<file path="config.mk">
export PLATFORM = sky130hd
export DESIGN_NAME = uart_tx_fifo
export DESIGN_NICKNAME = d
export VERILOG_FILES = /design/src/rtl/uart_tx_fifo.sv
export SDC_FILE = /design/constraint.sdc
export NUM_CORES = 1
export LEC_CHECK = 0
export CAP_MARGIN = 20
export CORE_MARGIN = 4
export CORE_UTILIZATION = 54
export DETAILED_ROUTE_END_ITERATION = 12
export HOLD_SLACK_MARGIN = 0.1
export PLACE_DENSITY = 0.84
export SETUP_SLACK_MARGIN = 0.05
export SYNTH_ARGS = -nofsm -noshare
export SYNTH_HDL_FRONTEND = slang
export SYNTH_SLANG_ARGS = --single-unit
</file>
<file path="constraint.sdc">
create_clock -name clk -period 2.7 [get_ports clk]
set_clock_uncertainty 0.1 [all_clocks]
set_input_delay 0.675 -clock clk [delete_from_list [all_inputs] [get_ports clk]]
set_output_delay 0.675 -clock clk [all_outputs]
set_load 0.01 [all_outputs]
</file>
<file path="src/rtl/uart_tx_fifo.sv">
// uart_tx_fifo: byte FIFO that launches queued bytes into uart_tx using tx_busy as back-pressure
module uart_tx_fifo #(
    parameter int DEPTH = 16
) (
    input  logic                     clk,
    input  logic                     rst_n,
    input  logic                     wr_en,
    input  logic [7:0]               wr_data,
    input  logic                     flush,
    output logic                     full,
    output logic                     empty,
    output logic [$clog2(DEPTH):0]   count,
    output logic                     overflow,
    output logic                     tx_start,
    output logic [7:0]               tx_data,
    input  logic                     tx_busy
);
    localparam int AW = $clog2(DEPTH);
    localparam int CW = AW + 1;
    typedef enum logic [1:0] {IDLE, WAIT_BUSY, WAIT_DONE} state_t;
    state_t state, state_d;
    logic [7:0] mem [DEPTH];
    logic [AW-1:0] wr_ptr, rd_ptr;
    logic push, pop;
    assign full  = count == CW'(DEPTH);
    assign empty = count == '0;
    assign pop   = state == IDLE && !empty && !tx_busy && !flush;
    assign push  = wr_en && !full && !flush;
    always_comb begin
        state_d = state;
        state_d = state == IDLE      ? (pop ? WAIT_BUSY : IDLE) :
                  state == WAIT_BUSY ? (tx_busy ? WAIT_DONE : WAIT_BUSY) :
                                       (tx_busy ? WAIT_DONE : IDLE);
    end
    always_ff @(posedge clk) begin
        if (push) mem[wr_ptr] <= wr_data;
    end
    always_ff @(posedge clk or negedge rst_n) begin
        if (!rst_n) begin
            state    <= IDLE;
            tx_start <= 1'b0;
            tx_data  <= 8'h00;
            overflow <= 1'b0;
            wr_ptr   <= '0;
            rd_ptr   <= '0;
            count    <= '0;
        end else begin
            state    <= state_d;
            tx_start <= pop;
            overflow <= wr_en && full && !flush;
            if (pop) tx_data <= mem[rd_ptr];
            if (flush) begin
                wr_ptr <= '0;
                rd_ptr <= '0;
                count  <= '0;
            end else begin
                if (push) wr_ptr <= wr_ptr + AW'(1);
                if (pop) rd_ptr <= rd_ptr + AW'(1);
                count <= count + CW'(push) - CW'(pop);
            end
        end
    end
endmodule

</file>
==> flow_summary.toml, run 1 <==
[critical_path]
worstSetupPathType = "register to register"
critPathCaptureType = "register"
cp.required_ns = 2.90
cp_max_fo = 2
critPathLaunch = "count[2]$_DFF_PN0_"
start_kind = "register"
reg2reg_from = "count[2]$_DFF_PN0_"
critPathArrivalTime_ns = 2.91

[synth]
synth_cells = 332
yosysWarnings = 0
synth_area_leaders = "edfxtp_1, mux4_2, dfrtp_1"
synth_nets = 357
synthDistinctLibCells = 36
synth_top_cell_area_share_pct = 61.9
ys_seq_area_share_pct = 72.0
ys.flop_type = "edfxtp_1"
avgSynthCellArea_um2 = 18.7
syn_area_mm2 = 0.00621
synth_edf_count = 128
ys_async_sr_fraction_pct = 16.3
yosysTopAreaCell = "edfxtp_1"
yosys_register_bits = 153

[clocking]
cts.clk_slew.worst_paths_ns = 0.06
cts_buffers = 17
cts_root_buf = "clkbuf_16"
clkLatencyLatePin_ns = 0.42
ctsHoldBuffers = 0
clockBufferDepth = 2
cts_sinks = 153
cts_tree = "yes"
h-tree-depth = 4

[finish]
syn2layout_area_growth_pct = 21.3
antenna_cells = 0
final_area_mm2 = 0.00753
drive_gt1_share_pct = 29.0
final_net_count = 436

[global_routing]
antenna_found_initial = 0
grt-ovfl-total = 0
grt_max_degree = 36
grt_pass1_wl_um = 20400
grt_pass1_vias = 3567
grt_usage_pct = 21.3

[sta]
period_share_pct = 100
holdWs_ns = 0.379
rsz0062_at_grt = "yes"
setup_slack_ns = -0.0135
relSlewSlack_pct = 59.9
period_needed_ns = 2.71
setup_viol = 1
drv_slew = 0
max_freq_mhz = 369
final-hold-violation-count = 0
setup_tns_ns = -0.0135
tightest_slew_ns = 0.599

[power]
internal_power_mw = 4.98
seq_power_share_pct = 41.0
leakage_nw = 2.69
power_per_cell_area_mw_per_mm2 = 913
pwr-share-clk_pct = 32.3
switching_power_mw = 1.89
p_sw_share_pct = 27.5
worst_ir_drop_vdd_v = 0.000689
combPwrFrac_pct = 26.7

[floorplanning]
dieArea_mm2 = 0.0133
io_pins = 30
die_x_um = 115
start_util_pct = 56.3
die_h_um = 115
core_mm2 = 0.0110
row_count = 38

[worst_hold_path]
min_from = "tx_data[7]$_DFFE_PN0P_"
min_path_type = "register to register"

[place]
io_buffers = 29
dpl-instance-area_mm2 = 0.00690
gp_congestion = 0.816
dp_hpwl_um = 7950

[route]
drt_iter0_drc = 352
wire_per_inst_um = 23.1
postRouteAntennaNets = 0
vias = 3386
drc = 0
drt-pass1-iter-count = 6
viasPerCell = 6.00
wl_um = 13000

[run_status]
status = "complete, but fails checks"
violations = "setup timing"

[job]
cap_violations = 0
path summary, 6_finish.rpt:
kind	cells past startpoint	slack, ns	end
setup / recovery	14	-0.01	count[4]$_DFF_PN0_
hold / removal	1	0.38	tx_data[7]$_DFFE_PN0P_
setup reg to reg	14	-0.01	count[4]$_DFF_PN0_
hold reg to reg	1	0.38	tx_data[7]$_DFFE_PN0P_
max in group asynchronous	2	1.70	rd_ptr[0]$_DFFE_PN0P_
min in group asynchronous	2	0.53	tx_data[6]$_DFFE_PN0P_
area by class of cell:
type,instances,area [um2]
multi-input combinational,149,1610
fill,680,3500
sequential,153,4470
tap,140,175
inverter,13,53.8
clock inverter,14,121
timing repair buffer,77,673
clock buffer,18,429
kinds of logic (layout without fill, tap and decap cells):
group	count (synthesis)	count (layout)	synth area share [%]
compound gates	31	31	3.43
xor+xnor	8	8	1.13
fa+ha+maj	12	12	2.54
buf+inv	30	122	2.92
flops	153	153	72.0
mux	41	41	13.2
simple gates	57	57	4.78
layer usage:
metal | vias up | share of wire (%) | GRT usage [%]
met5 | - | 0 | 0
met4 | 0 | 1.4 | 6.26
met3 | 16 | 7.7 | 5.63
met2 | 177 | 50 | 34.6
met1 | 1733 | 41 | 28.7
li1 | 1460 | - | -
cell usage after synthesis (3+ instances only):
master / instances
o22ai_1: 8
nor3_1: 6
edfxtp_1: 128
dfrtp_1: 25
mux4_2: 30
nand2_1: 8
a21oi_1: 3
buf_6: 3
nor2b_1: 3
mux2i_1: 9
nand2b_1: 4
xor2_1: 6
ha_1: 11
nor2_1: 21
buf_2: 5
a21o_1: 9
nand3_1: 6
clkbuf_1: 4
inv_1: 13
a211oi_1: 8
repair_timing:
action / 4_1_cts / 5_1_grt
setup endpoints to repair: 3 / 3
buffers inserted: 5 / 6
gates resized for setup: 11 / 2
pin swaps: 7 / 1
state kept, by name, indices dropped and copies added (netlist names):
| signal | count |
|---|---|
| overflow | 1 |
| rd_ptr | 4 |
| count | 5 |
| mem | 128 |
| state | 2 |
| wr_ptr | 4 |
| tx_start | 1 |
| tx_data | 8 |
cell usage in the layout, fill, tap and decap left out, types with 8 or more instances in the layout:
master             n
mux4_2            30
dfrtp_1           24
nand2_1            8
ha_1               8
mux2i_1            9
clkbuf_16         17
edfxtp_1         128
a211oi_1           8
nor2_1            21
o22ai_1            8
a21o_1             9
clkdlybuf4s50_1   27
buf_4             45
stage by stage:
stage                     total power, mW  utilization, %  setup WS, ns  cells
after floorplan                      3.97               -        -0.251    332
after global placement               4.47            62.5        -0.287    523
after detailed placement             4.54            62.5        -0.336    523
after CTS                            6.89            68.0       0.00383    560
after global routing                 7.18            68.3        -0.153    564
final                                6.87            68.3       -0.0135    564
worst max-delay path, cell delays in order (launching register included):
cell	delay, ns
dfrtp_1	0.40
inv_2	0.09
ha_4	0.13
or4b_4	0.49
nand3b_4	0.12
inv_4	0.04
ha_4	0.21
inv_4	0.06
ha_4	0.13
inv_2	0.04
fa_2	0.34
nor2b_2	0.13
o21bai_1	0.09
a21oi_1	0.16
nor3b_2	0.06
power by group through the flow:
| stage | Clock [mW] | Combinational (mW) | Sequential [mW] |
|---|---|---|---|
| after floorplan | 0 | 1.07 | 2.90 |
| after global placement | 0 | 1.63 | 2.85 |
| after detailed placement | 0 | 1.68 | 2.86 |
| after CTS | 2.25 | 1.82 | 2.81 |
| after global routing | 2.36 | 1.99 | 2.83 |
| final | 2.22 | 1.84 | 2.82 |
No activity file was read; power rests on OpenSTA's default activity.
==> run 2, diff against run 1 <==
PLACE_DENSITY = default   (was 0.84)
PLACE_DENSITY_LB_ADDON = 0.25   (was default)
==> flow_summary.toml, run 2 (synthesis results as in run 1) <==
[route]
drc = 0
drt_iter0_drc = 295
vias = 3216
wl_um = 12000
drt-pass1-iter-count = 4
postRouteAntennaNets = 0
wire_per_inst_um = 21.4
viasPerCell = 5.74

[critical_path]
path_cells = "inv_2 -> ha_4 -> or4b_4 -> nand3b_4 -> inv_4 -> ha_4 -> inv_2 -> ha_4 -> inv_2 -> fa_2 -> nor2b_4 -> o21bai_2 -> a21oi_2 -> nor3b_2"
cpMaxStageDelayCell = "or4b_4"
critPathCaptureType = "register"
start_kind = "register"
cp.required_ns = 2.90
worstSetupPathType = "register to register"
critPathArrivalTime_ns = 2.85
reg2reg_depth = 14
cpPeakStageDelay_ns = 0.49
cp_max_fo = 2

[power]
pwr-share-clk_pct = 34.5
internal_power_mw = 5.24
leakage_nw = 2.70
seq_power_share_pct = 40.1
worst_ir_drop_vdd_v = 0.000737
p_total_mw = 7.01
combPwrFrac_pct = 25.3
power_per_cell_area_mw_per_mm2 = 926
p_sw_share_pct = 25.3
switching_power_mw = 1.78

[clocking]
cts.clk_slew.worst_paths_ns = 0.06
h-tree-depth = 4
clockBufferDepth = 2
cts_buffers = 17
cts_sinks = 153
cts_root_buf = "clkbuf_16"
ctsHoldBuffers = 0
cts_tree = "yes"
clkLatencyLatePin_ns = 0.41

[global_routing]
antenna_found_initial = 0
grt_pass1_wl_um = 19400
grt_max_degree = 36
grt_usage_pct = 20.3
grt_pass1_vias = 3392
grt-ovfl-total = 0

[place]
dp_cells = 520
dp_slack_ns = -0.353
gp_congestion = 0.777
io_buffers = 29
dpl-instance-area_mm2 = 0.00687
dp_hpwl_um = 7570

[floorplanning]
start_util_pct = 56.3
core_mm2 = 0.0110
dieArea_mm2 = 0.0133
row_count = 38
io_pins = 30
die_x_um = 115
die_h_um = 115

[run_status]
status = "finished, final reports clean"

[finish]
fillers = 709
layout_commonest_cell = "edfxtp_1"
reg.largest.list = "mem x128, tx_data x8, count x5"
syn2layout_area_growth_pct = 22.0
final_net_count = 432
top_register = "mem"
drive_gt1_share_pct = 28.6
final_cells = 560
largest_reg_flops = 128
antenna_cells = 0
mostFrequentLayoutCells = "edfxtp_1, buf_4, mux4_2"
final_area_mm2 = 0.00757

[worst_hold_path]
min_path_cells = 1
min_path_type = "register to register"

[sta]
rsz0062_at_grt = "yes"
max_freq_mhz = 377
final-hold-violation-count = 0
period_needed_ns = 2.65
setup_tns_ns = 0
setup_viol = 0
drv_slew = 0
period_share_pct = 98.2
tightest_slew_ns = 0.658
relSlewSlack_pct = 56.0
setup_slack_ns = 0.0492

[job]
cap_violations = 0
## run 2: worst paths after layout
path,from,end,slack (ns)
setup / recovery,count[2]$_DFF_PN0_,count[4]$_DFF_PN0_,0.05
hold / removal,tx_data[1]$_DFFE_PN0P_,tx_data[1]$_DFFE_PN0P_,0.38
setup reg to reg,count[2]$_DFF_PN0_,count[4]$_DFF_PN0_,0.05
hold reg to reg,tx_data[1]$_DFFE_PN0P_,tx_data[1]$_DFFE_PN0P_,0.38
max in group asynchronous,rst_n,rd_ptr[0]$_DFFE_PN0P_,1.70
min in group asynchronous,rst_n,tx_data[2]$_DFFE_PN0P_,0.53
## run 2: cell type report
| type | instances | area (um2) | area share [%] |
|---|---|---|---|
| timing repair buffer | 73 | 643 | 8.50 |
| inverter | 13 | 51.3 | 0.678 |
| sequential | 153 | 4470 | 59.1 |
| clock buffer | 19 | 433 | 5.72 |
| tap | 140 | 175 | 2.31 |
| multi-input combinational | 149 | 1620 | 21.4 |
| clock inverter | 13 | 178 | 2.35 |
## run 2: what timing repair did
action / 4_1_cts / 5_1_grt
hold endpoints to repair: 0 / 0
gates cloned: 0 / 0
setup endpoints to repair: 3 / 2
gates resized for setup: 11 / 4
buffers inserted: 5 / 3
pin swaps: 7 / 4
## run 2: metal layers
| metal | wire length (um) | GRT usage (%) | up-vias |
|---|---|---|---|
| li1 | - | - | 1451 |
| met1 | 4770 | 27.9 | 1622 |
| met2 | 6040 | 31.4 | 126 |
| met3 | 944 | 6.05 | 17 |
| met4 | 218 | 7.59 | 0 |
| met5 | 0 | 0 | - |
## run 2: worst max-delay path, delay by kind of cell, from the launching register on
kind | cells | cell delay, ns
AOI/OAI and AO/OA | 2 | 0.23
and+or+nand+nor | 4 | 0.80
adders and majority gates | 4 | 0.81
DFF | 1 | 0.38
buffers and inverters | 4 | 0.22
## run 2: through the flow
stage | hold WS, ns | util (%)
6_report | 0.378 | 68.6
5_1_grt | 0.408 | 68.6
4_1_cts | 0.382 | 68.3
3_5_place_dp | 0.369 | 62.3
3_3_place_gp | 0.361 | 62.3
2_1_floorplan | 0.279 | -
## run 2: power by group through the flow
stage | Clock, mW | Sequential (mW) | Combinational (mW)
2_1_floorplan | 0 | 2.90 | 1.07
3_3_place_gp | 0 | 2.85 | 1.64
3_5_place_dp | 0 | 2.86 | 1.68
4_1_cts | 2.48 | 2.81 | 1.74
5_1_grt | 2.59 | 2.83 | 1.96
6_report | 2.42 | 2.81 | 1.78
==> run 3, diff against run 2 <==
CELL_PAD_IN_SITES_DETAIL_PLACEMENT = 1   (was default)
CELL_PAD_IN_SITES_GLOBAL_PLACEMENT = 1   (was default)
CORE_UTILIZATION = 47   (was 54)
==> flow_summary.toml, run 3 (synthesis results as in run 1) <==
[floorplanning]
die_h_um = 123
dieArea_mm2 = 0.0151
row_count = 41
io_pins = 30
core_mm2 = 0.0128
start_util_pct = 48.6
die_x_um = 123

[power]
p_sw_share_pct = 27.2
internal_power_mw = 5.20
worst_ir_drop_vdd_v = 0.000426
switching_power_mw = 1.94
combPwrFrac_pct = 27.1
pwr-share-clk_pct = 33.0
power_per_cell_area_mw_per_mm2 = 933
seq_power_share_pct = 40.0
leakage_nw = 2.74

[finish]
final_net_count = 441
layout_commonest_cell = "edfxtp_1"
mostFrequentLayoutCells = "edfxtp_1, buf_4, mux4_2"
antenna_cells = 0
top_register = "mem"
syn2layout_area_growth_pct = 23.4
reg.largest.list = "mem x128, tx_data x8, count x5"
largest_reg_flops = 128
fillers = 1122
drive_gt1_share_pct = 30.0

[sta]
setup_slack_ns = -0.0364
tightest_slew_ns = 0.615
relSlewSlack_pct = 58.9
max_freq_mhz = 365
setup_viol = 2
period_share_pct = 101
drv_slew = 0
rsz0062_at_grt = "yes"
period_needed_ns = 2.74
final-hold-violation-count = 0
holdWs_ns = 0.378

[place]
dp_slack_ns = -0.374
dp_hpwl_um = 9010
io_buffers = 29
gp_congestion = 0.814

[critical_path]
start_kind = "register"
cp_top_family = "simple AND/OR/NAND/NOR gates"
critPathLaunch = "count[3]$_DFF_PN0_"
worstSetupPathType = "register to register"
regToRegSetupSlack_ns = -0.04
critPathCaptureType = "register"
cpPeakStageDelay_ns = 0.48
cp.required_ns = 2.90
cpMaxStageDelayCell = "or4b_4"
critical_path_buf_inv_count = 4
cp_max_fo = 2
critPathArrivalTime_ns = 2.94
path_cells = "inv_2 -> ha_4 -> or4b_4 -> nand3b_4 -> inv_4 -> ha_4 -> inv_2 -> ha_4 -> inv_2 -> fa_2 -> nor2b_4 -> o21bai_4 -> a21oi_2 -> nor3b_2"
reg2reg_from = "count[3]$_DFF_PN0_"

[route]
drt-pass1-iter-count = 4
drc = 0
wl_um = 14200
viasPerCell = 5.60
drt_iter0_drc = 238
vias = 3355
postRouteAntennaNets = 0
wire_per_inst_um = 23.7

[clocking]
cts_root_buf = "clkbuf_16"
clkLatencyLatePin_ns = 0.42
clockBufferDepth = 2
cts.clk_slew.worst_paths_ns = 0.06
h-tree-depth = 4
cts_tree = "yes"
cts_sinks = 153
cts_buffers = 17

[run_status]
violations = "setup timing"
status = "complete, but fails checks"

[job]
cap_violations = 0

[global_routing]
antenna_found_initial = 0
met2_usage_pct = 33.8
grt_pass1_vias = 3637
grt-busiest-layer = "met2"
grt-ovfl-total = 0
grt_max_degree = 36
met3_usage_pct = 5.40
grt_usage_pct = 20.5
grt_use_met1_pct = 27.2
grt_pass1_wl_um = 21800

[worst_hold_path]
min_path_type = "register to register"
min_from = "tx_data[1]$_DFFE_PN0P_"
## run 3: cell type report
type,instances,area (um2),area share (%)
clock buffer,18,429,5.60
sequential,153,4470,58.4
tap,172,215,2.81
timing repair buffer,82,711,9.28
clock inverter,12,151,1.98
multi-input combinational,149,1630,21.3
inverter,13,51.3,0.670
## run 3: per-layer routing
metal,up-vias,routed length (um)
met5,-,0
met4,0,159
met3,14,559
met2,75,7490
met1,1795,5990
li1,1471,-
## run 3: what timing repair did
item,4_1_cts,5_1_grt
buffers inserted,2,6
endpoints found under the setup margin,4,3
gates cloned,0,0
hold buffers,0,0
gates resized for setup,10,6
pin swaps,5,5
## run 3: power groups by stage
stage	registers [mW]	logic [mW]	clock network (mW)
2_1_floorplan	2.90	1.07	0
3_3_place_gp	2.89	1.65	0
3_5_place_dp	2.90	1.73	0
4_1_cts	2.86	1.78	2.40
5_1_grt	2.88	2.10	2.52
6_report	2.86	1.93	2.36
## run 3: worst register-to-register path, stage by stage, from the launching register on
cell,delay [ns]
dfrtp_1,0.40
inv_2,0.09
ha_4,0.13
or4b_4,0.48
nand3b_4,0.11
inv_4,0.04
ha_4,0.20
inv_2,0.06
ha_4,0.12
inv_2,0.04
fa_2,0.38
nor2b_4,0.19
o21bai_4,0.09
a21oi_2,0.13
nor3b_2,0.06
## run 3: worst paths after layout
check | to | cells after the start
max reg2reg | count[4]$_DFF_PN0_ | 14
max in group asynchronous | rd_ptr[0]$_DFFE_PN0P_ | 2
min reg2reg | tx_data[1]$_DFFE_PN0P_ | 1
max | count[4]$_DFF_PN0_ | 14
min in group asynchronous | count[2]$_DFF_PN0_ | 2
min | tx_data[1]$_DFFE_PN0P_ | 1
## run 3: per-stage QoR
stage,std cells,total power [mW],area (um2),util (%),TNS (ns)
after detailed placement,562,4.63,6990,54.7,-0.818
after global routing,599,7.50,7660,60.0,-0.299
final,599,7.15,7660,60.0,-0.0557
after CTS,594,7.04,7590,59.4,0
after floorplan,332,3.97,6250,-,-0.278
after global placement,562,4.54,6990,54.7,-0.509
